## src/rtl/ofifo_accum_drain.sv

```systemverilog
// Output-FIFO drain and multi-pass accumulator for the systolic array.
// Reads one partial-sum vector per FIFO read, accumulates it into a row
// buffer over several passes, then streams the finished rows out with
// optional ReLU through a valid/ready handshake.
module ofifo_accum_drain #(
  parameter int col     = 8,
  parameter int bw      = 16,
  parameter int psum_bw = 16,
  parameter int depth   = 16
) (
  input  logic                       clk,
  input  logic                       reset,
  input  logic                       start,
  input  logic [$clog2(depth)-1:0]   cfg_rows,
  input  logic [3:0]                 cfg_passes,
  input  logic                       relu_en,
  input  logic                       ofifo_valid,
  output logic                       ofifo_rd,
  input  logic [col*bw-1:0]          ofifo_out,
  output logic                       out_valid,
  input  logic                       out_ready,
  output logic [col*psum_bw-1:0]     out_data,
  output logic [$clog2(depth)-1:0]   out_row,
  output logic                       busy,
  output logic                       done
);

  localparam int RW = $clog2(depth);
  localparam logic [RW-1:0] ROW_ONE  = 1;
  localparam logic [RW:0]   CNT_ONE  = 1;
  localparam logic [3:0]    PASS_ONE = 1;

  typedef enum logic [1:0] {IDLE, DRAIN, OUTPUT} state_t;

  state_t               state, state_nxt;
  logic [RW-1:0]        rows_q;
  logic [3:0]           passes_q;
  logic                 relu_q;
  logic [RW-1:0]        row;
  logic [3:0]           pass;
  logic [RW:0]          rd_cnt;     // reads issued in the current pass
  logic                 rd_q;       // a read was issued last cycle; its data is on ofifo_out now
  logic signed [psum_bw-1:0] acc      [depth][col];
  logic signed [psum_bw-1:0] lane_ext [col];
  logic                 capture;
  logic                 last_row;

  assign capture  = (state == DRAIN) && rd_q;
  assign last_row = (row == rows_q);

  // state register
  always_ff @(posedge clk or negedge reset) begin
    if (!reset) state <= IDLE;
    else        state <= state_nxt;
  end

  // next-state logic; DRAIN only leaves on the capture of the last row of the last pass
  always_comb begin
    state_nxt = state;
    unique case (state)
      IDLE:    if (start) state_nxt = DRAIN;
      DRAIN:   if (capture && last_row && (pass == passes_q)) state_nxt = OUTPUT;
      OUTPUT:  if (out_ready && last_row) state_nxt = IDLE;
      default: state_nxt = IDLE;
    endcase
  end

  // FSM outputs; reads are never back-to-back so the FIFO flag is always fresh
  always_comb begin
    ofifo_rd  = 1'b0;
    out_valid = 1'b0;
    busy      = 1'b0;
    done      = 1'b0;
    unique case (state)
      DRAIN: begin
        busy     = 1'b1;
        ofifo_rd = ofifo_valid && !rd_q && (rd_cnt <= {1'b0, rows_q});
      end
      OUTPUT: begin
        busy      = 1'b1;
        out_valid = 1'b1;
        done      = out_ready && last_row;
      end
      default: ;
    endcase
  end

  // job configuration, row/pass counters and read tracking
  always_ff @(posedge clk or negedge reset) begin
    if (!reset) begin
      rows_q   <= '0;
      passes_q <= '0;
      relu_q   <= 1'b0;
      row      <= '0;
      pass     <= '0;
      rd_cnt   <= '0;
      rd_q     <= 1'b0;
    end else begin
      rd_q <= ofifo_rd;
      unique case (state)
        IDLE: begin
          if (start) begin
            rows_q   <= cfg_rows;
            passes_q <= cfg_passes;
            relu_q   <= relu_en;
            row      <= '0;
            pass     <= '0;
            rd_cnt   <= '0;
          end
        end
        DRAIN: begin
          if (ofifo_rd) rd_cnt <= rd_cnt + CNT_ONE;
          if (capture) begin
            if (last_row) begin
              row    <= '0;
              rd_cnt <= '0;
              if (pass != passes_q) pass <= pass + PASS_ONE;
            end else begin
              row <= row + ROW_ONE;
            end
          end
        end
        OUTPUT: begin
          if (out_ready) row <= last_row ? '0 : row + ROW_ONE;
        end
        default: ;
      endcase
    end
  end

  // sign-extend or truncate each FIFO lane to the accumulator width
  always_comb begin
    for (int unsigned i = 0; i < col; i++)
      lane_ext[i] = psum_bw'(signed'(ofifo_out[i*bw +: bw]));
  end

  // accumulate the captured vector into the current row (pass 0 overwrites)
  always_ff @(posedge clk) begin
    if (capture) begin
      for (int unsigned i = 0; i < col; i++)
        acc[row][i] <= (pass == '0) ? lane_ext[i] : acc[row][i] + lane_ext[i];
    end
  end

  // output row view with optional ReLU; held stable by the unchanged row index while stalled
  always_comb begin
    out_data = '0;
    out_row  = '0;
    if (state == OUTPUT) begin
      out_row = row;
      for (int unsigned i = 0; i < col; i++)
        out_data[i*psum_bw +: psum_bw] = (relu_q && acc[row][i][psum_bw-1]) ? '0 : acc[row][i];
    end
  end

endmodule
```

## config.mk

```make
export PLATFORM = sky130hd
export DESIGN_NAME = ofifo_accum_drain
export DESIGN_NICKNAME = d
export VERILOG_FILES = /design/src/rtl/ofifo_accum_drain.sv
export SDC_FILE = /design/constraint.sdc
export NUM_CORES = 2
export LEC_CHECK = 0
export BUFFER_PORTS_ARGS = -buffer_cell sky130_fd_sc_hd__buf_2
export CAP_MARGIN = 20
export CORE_MARGIN = 1.5
export CORE_UTILIZATION = 30
export DETAILED_ROUTE_END_ITERATION = 8
export PLACE_DENSITY = 0.42
export SYNTH_ARGS = -nofsm -noshare
export SYNTH_HDL_FRONTEND = slang
export SYNTH_SLANG_ARGS = --single-unit
```

## constraint.sdc

```tcl
create_clock -name clk -period 16.6 [get_ports clk]
set_input_delay 0.83 -clock clk [delete_from_list [all_inputs] [get_ports clk]]
set_output_delay 0.83 -clock clk [all_outputs]
set_load 0.01 [all_outputs]
```

Word level (Yosys, flattened, before mapping)
Memories as Yosys holds them, arrays and structs flattened.
Cells that the tools add are included.
{"block": "totals", "ff_bits": 25, "mem_bits_rw": 2048, "in_bits": 142, "wordCells": 100, "n_memories": 1}
{"name": "acc", "words": 16, "word_bits": 128, "read_ports": 1, "rd_ports_with_merged_regs": 0, "wr": 1, "line_no": "43", "text": "logic signed [psum_bw-1:0] acc [depth][col];"}
{"block": "op_classes", "addsub": 11, "magnitude_cmp": 1, "eq_ne": 12, "mux": 42, "reduce_logical": 25}
{"op": "two-way mux 16 bit", "n": 16}
{"op": "adder 16 bit", "n": 8}
{"op": "two-way mux 128 bit", "n": 1}
{"op": "two-way mux 4 bit", "n": 8}
{"op": "two-way mux 5 bit", "n": 4}
{"op": "logical AND 1 bit", "n": 14}
{"op": "case mux 4 bit (3 select lines)", "n": 1}
{"op": "!= test 2 bit (second input constant)", "n": 5}
{"op": "case mux 5 bit (2 select lines)", "n": 1}
{"op": "adder 4 x 1 -> 4 bit (second input constant)", "n": 2}
{"op": "== test 4 bit", "n": 2}
{"op": "case mux 4 bit (2 select lines)", "n": 1}
{"op": "two-way mux 1 bit", "n": 6}
{"op": "two-way mux 2 bit", "n": 3}
{"op": "case mux 2 bit (3 select lines)", "n": 1}
{"op": "adder 5 x 1 -> 5 bit (second input constant)", "n": 1}
{"op": "<= comparator 5 x 4 -> 1 bit", "n": 1}
{"op": "AND reduction 5 bit", "n": 1}
{"op": "logical NOT 4 bit", "n": 1}
{"op": "!= test 2 x 1 -> 1 bit (second input constant)", "n": 2}
{"op": "!= test 4 bit", "n": 1}
{"op": "AND reduction 2 bit", "n": 2}
{"op": "AND reduction 4 bit", "n": 1}
{"op": "AND reduction 3 bit", "n": 1}
{"op": "other kinds (7)", "n": 7}

Depth between registers and ports, before layout
{"block": "depth", "ltp_word": 8, "ltp_mapped": 16, "depth_no_buf": 11}

Least setup slack after synthesis
OpenSTA, ideal clock, no wires.
{"block": "synth_timing", "kind": "flip-flop to flip-flop", "start": "register row[3]", "end": "memory acc[3][0] (netlist name), enable pin", "setup_ns": 0.616, "t_arrival_ns": 6.642, "required_ns": 15.984, "setup_slack_ns": 9.341, "stages_incl_launch_ff": 6, "n_path_buf": 3, "cell_sequence": "dfrtp_1 > clkbuf_1 > clkbuf_1 > buf_1 > nand3b_1 > nor2_1"}
{"item": "start, declared", "line_no": "39", "text": "logic [RW-1:0] row;"}
{"item": "start signal, assigned", "line_no": "119", "text": "row <= row + ROW_ONE;"}
{"item": "start signal, assigned", "line_no": "124", "text": "if (out_ready) row <= last_row ? '0 : row + ROW_ONE;"}
{"item": "end, declared", "line_no": "43"}
Straight into the memory's write port.

Worst setup path in the final report
{"block": "layout_timing", "start": "register row[1]", "end": "memory acc[9][31] (netlist name), data pin"}
{"block": "layout_via", "elab_chain_cells": 3}
{"item": "memory read (16 x 128 bit)"}
{"item": "adder 16 bit", "line_no": "141", "text": "acc[row][i] <= (pass == '0) ? lane_ext[i] : acc[row][i] + lane_ext[i];"}
{"item": "two-way mux 16 bit", "line_no": "141"}
No other way between the ends.

==> results.sh <==
export IMPL_outcome="finished, final reports clean"
export IMPL_grt_setup_unrepaired="false"
export IMPL_syn_inst=4145
export IMPL_cp_num_buf_inv=3
export IMPL_dp_slack_ps=8805
export IMPL_r2r_slack_ps=8910
export IMPL_vias_per_cell=5.024
export IMPL_synth_edf_count=2048
export IMPL_slew_viol_final=0
export IMPL_period_needed_ps=7691
export IMPL_pwr_share_comb=0.324
export IMPL_grt_overflow=0
export IMPL_slew_headroom=0.2634
export IMPL_postRouteAntennaNets=0
export IMPL_io_pins=278
export IMPL_die_area_um2=289300
export IMPL_final_hold_viol_count=0
export IMPL_hold_path_class="in2reg"
export IMPL_nFillCells=26570
export IMPL_synthTopCellsByArea="edfxtp_1 (72%), mux4_2 (17%), ha_1 (2.0%), nor2b_1 (0.87%), a21oi_1 (0.76%)"
export IMPL_synth_flop_cell="edfxtp_1"
export IMPL_syn_avg_cell_area_um2=20.70
export IMPL_die_w_um=537.9
export IMPL_yosysSeqAreaShare=0.7239
export IMPL_drive_above_1_share=0.3016
export IMPL_ys_seq_elements=2073
export IMPL_first_iter_violations=3748
export IMPL_clk_latency_ps=880
export IMPL_synth_distinct_cells=69
export IMPL_chipHeight_um=537.9
export IMPL_grt_max_degree=116
export IMPL_hpwl_mm=130.7
export IMPL_ys_warn_count=0
export IMPL_tightestPinTransition_ps=1103
export IMPL_path_clk_slew_ps=60
export IMPL_async_flop_share=0.01206
export IMPL_cts_buffer_depth=4
export IMPL_cp_arrival_ps=8230
export IMPL_grt_pass1_vias=44910
export IMPL_grt_usage=0.1671
export IMPL_clkPwrFrac=0.280
export IMPL_min_path_cells=2
export IMPL_place_congestion=0.7397
export IMPL_area_delta_synth_final_pct=16.33
export IMPL_drtPass1Iterations=7
export IMPL_cts_tree="yes"
export IMPL_clock_sinks=2073
export IMPL_clock_fmax_mhz=130.0
export IMPL_htree_levels=4
export IMPL_switchingPower_w=0.005671
export IMPL_slowest_delay_ps=940
export IMPL_rows=196
export IMPL_min_to="passes_q[1]"
export IMPL_start_util=0.3014
export IMPL_root_buffer="clkbuf_16"
export IMPL_grt_pass1_wl_mm=343.5
export IMPL_synth_compound_area_frac=0.03258
export IMPL_hold_start="cfg_passes[1]"
export IMPL_path_delay_family="buffers and inverters"
export IMPL_via_count=43240
export IMPL_synth_top_cell_area_share=0.7166
export IMPL_synth_top_family_by_area="multiplexers"
export IMPL_crit_chain="buf_4, buf_4, buf_12, mux4_2, mux4_2, ha_1, a2111oi_0, o21ai_0, a31oi_1, o21ai_0, xor2_1, nor2_1, xor2_1"
export IMPL_synth_top_area_cell="edfxtp_1"
export IMPL_seqPwrFrac=0.396
export IMPL_nets=4938
export IMPL_p_per_area_nw_per_um2=176.5
export IMPL_core_area_um2=284700
export IMPL_synthSimpleGateAreaFrac=0.02928
export IMPL_synth_xor_area_share=0.01194
export IMPL_critical_path_max_fanout=115
export IMPL_fin_setup_tns_ps=0
export IMPL_drc=0
export IMPL_wire_per_inst_um=28.33
export IMPL_routed_wl_mm=243.8
export IMPL_port_buffer_count=277
export IMPL_yosys_cell_count_top_type="edfxtp_1"
export IMPL_synth_fa_ha_area_frac=0.02155
export IMPL_finClkSkew_ps=72.08
export IMPL_worst_slack_ps=8909
export IMPL_cap_violations=0
export IMPL_required_ps=17140
export IMPL_r2r_start="row[1]"
export IMPL_peakVddDrop_mv=0.1034
export IMPL_setup_worst_path_end_class="flop"
export IMPL_critPathKind="reg2reg"
export IMPL_startpoint_type="flop"
export IMPL_swShare=0.3219
export IMPL_syn_nets=4430
export IMPL_final_period_utilization=0.4633
export IMPL_critPathSlowestCell="dfrtp_4"
export IMPL_p_int_w=0.01195
export IMPL_synthMuxAreaShare=0.1674
export IMPL_ff2ff_path_depth=13
export IMPL_rr_endpoint="acc[9][31]"
export IMPL_yosys_top_cells_count="edfxtp_1 (2,048), mux4_2 (632), nand2_1 (153)"
export IMPL_antenna_found_initial=22
export IMPL_setup_viol=0
export IMPL_syn_area_um2=85820
export IMPL_numCtsBuffers=233
export IMPL_p_leak_nw=31.91
-- what timing repair did --
action	in CTS	in global routing
hold buffers	1	0
resized for setup	0	0
setup buffers	0	0
endpoints found under the hold margin	25	0
-- final cells by class --
class                           instances  area (µm²)  area share
Sequential cell                      2073       62140      0.6224
Multi-Input combinational cell       1844       22650      0.2269
Clock buffer                          287        6097     0.06107
Tap cell                             3762        4707     0.04715
Timing Repair Buffer                  460        2990     0.02995
Clock inverter                        130        1070     0.01072
Inverter                               41       153.9    0.001542
Antenna cell                            9       22.52   0.0002256
-- registers in the layout, summed over array words and instances (netlist names) --
signal / cells
acc: 2048
pass: 4
passes_q: 4
rd_cnt: 5
rd_q: 1
relu_q: 1
row: 4
rows_q: 4
state: 2
-- cells by family (layout without fill, tap and decap cells) --
logic type,after synthesis,after routing
flip-flops,2073,2073
multiplexers,644,644
AO/OA/AOI/OAI,434,434
XOR/XNOR,117,117
other,0,9
AND/OR/NAND/NOR,506,506
buffers and inverters,228,918
adder cells (fa/ha/maj),143,143
-- through the flow --
| step | hold WS (ps) | std cells | instance area [µm²] | total power, W | utilization |
|---|---|---|---|---|---|
| 6_report | 225.0 | 8606 | 99830 | 0.01762 | 0.3506 |
| 4_1_cts | 149.2 | 8552 | 99460 | 0.01781 | 0.3493 |
| 5_1_grt | 190.1 | 8599 | 99820 | 0.01854 | 0.3506 |
| 2_1_floorplan | 457.2 | 4145 | 85820 | 0.01084 | - |
| 3_5_place_dp | 503.8 | 8134 | 92280 | 0.01282 | 0.3241 |
| 3_3_place_gp | 490.1 | 8129 | 92220 | 0.01276 | 0.3239 |
-- power groups by stage --
stage | clock (W) | sequential [W] | combinational, W
after global routing | 0.00527 | 0.00699 | 0.00628
final | 0.00494 | 0.00697 | 0.00571
after floorplan | 0 | 0.00705 | 0.00379
after detailed placement | 0 | 0.00711 | 0.00571
after global placement | 0 | 0.00711 | 0.00565
after CTS | 0.00508 | 0.00700 | 0.00573
-- worst register-to-register path: cells and delay by family, from the launching register on --
kind | cells | cell delay [ps]
buf+inv | 3 | 2360
compound gates | 4 | 1600
xor+xnor | 2 | 1010
flops | 1 | 940
mux | 2 | 940
fa+ha+maj | 1 | 360
simple gates | 1 | 180
-- placed cells by master, fill, tap and decap left out, types with 51 or more instances in the layout --
master	netlist	final
edfxtp_1	2048	2048
mux4_2	632	632
buf_2	14	277
clkbuf_16	0	236
buf_4	35	161
nand2_1	153	153
ha_1	135	134
a21oi_1	131	131
nor2b_1	119	119
nor2_1	115	114
o21ai_0	96	84
xor2_1	66	66
clkinv_1	0	63
a21o_1	51	51
xnor2_1	51	51
clkbuf_1	89	51
-- layer usage --
layer	up-vias	routed length [µm]	track usage
met5	-	77	0
met4	12	4433	0.03510
met3	295	10660	0.02242
li1	18360	-	-
met2	960	111000	0.2575
met1	23610	117600	0.2512
-- how the worst max path moves through the flow --
stage / startpoint / end / slack [ps] / depth (start not counted)
2_1_floorplan: row[3] / acc[3][0] / 9340 / 5
4_1_cts: row[1] / acc[12][15] / 8810 / 13
6_report: row[1] / acc[9][31] / 8910 / 13
3_5_place_dp: row[1] / acc[11][31] / 8800 / 13
3_3_place_gp: row[1] / acc[8][31] / 8870 / 13
5_1_grt: row[1] / acc[1][31] / 8320 / 13
Note: power is estimated with default switching activity, not from simulation.
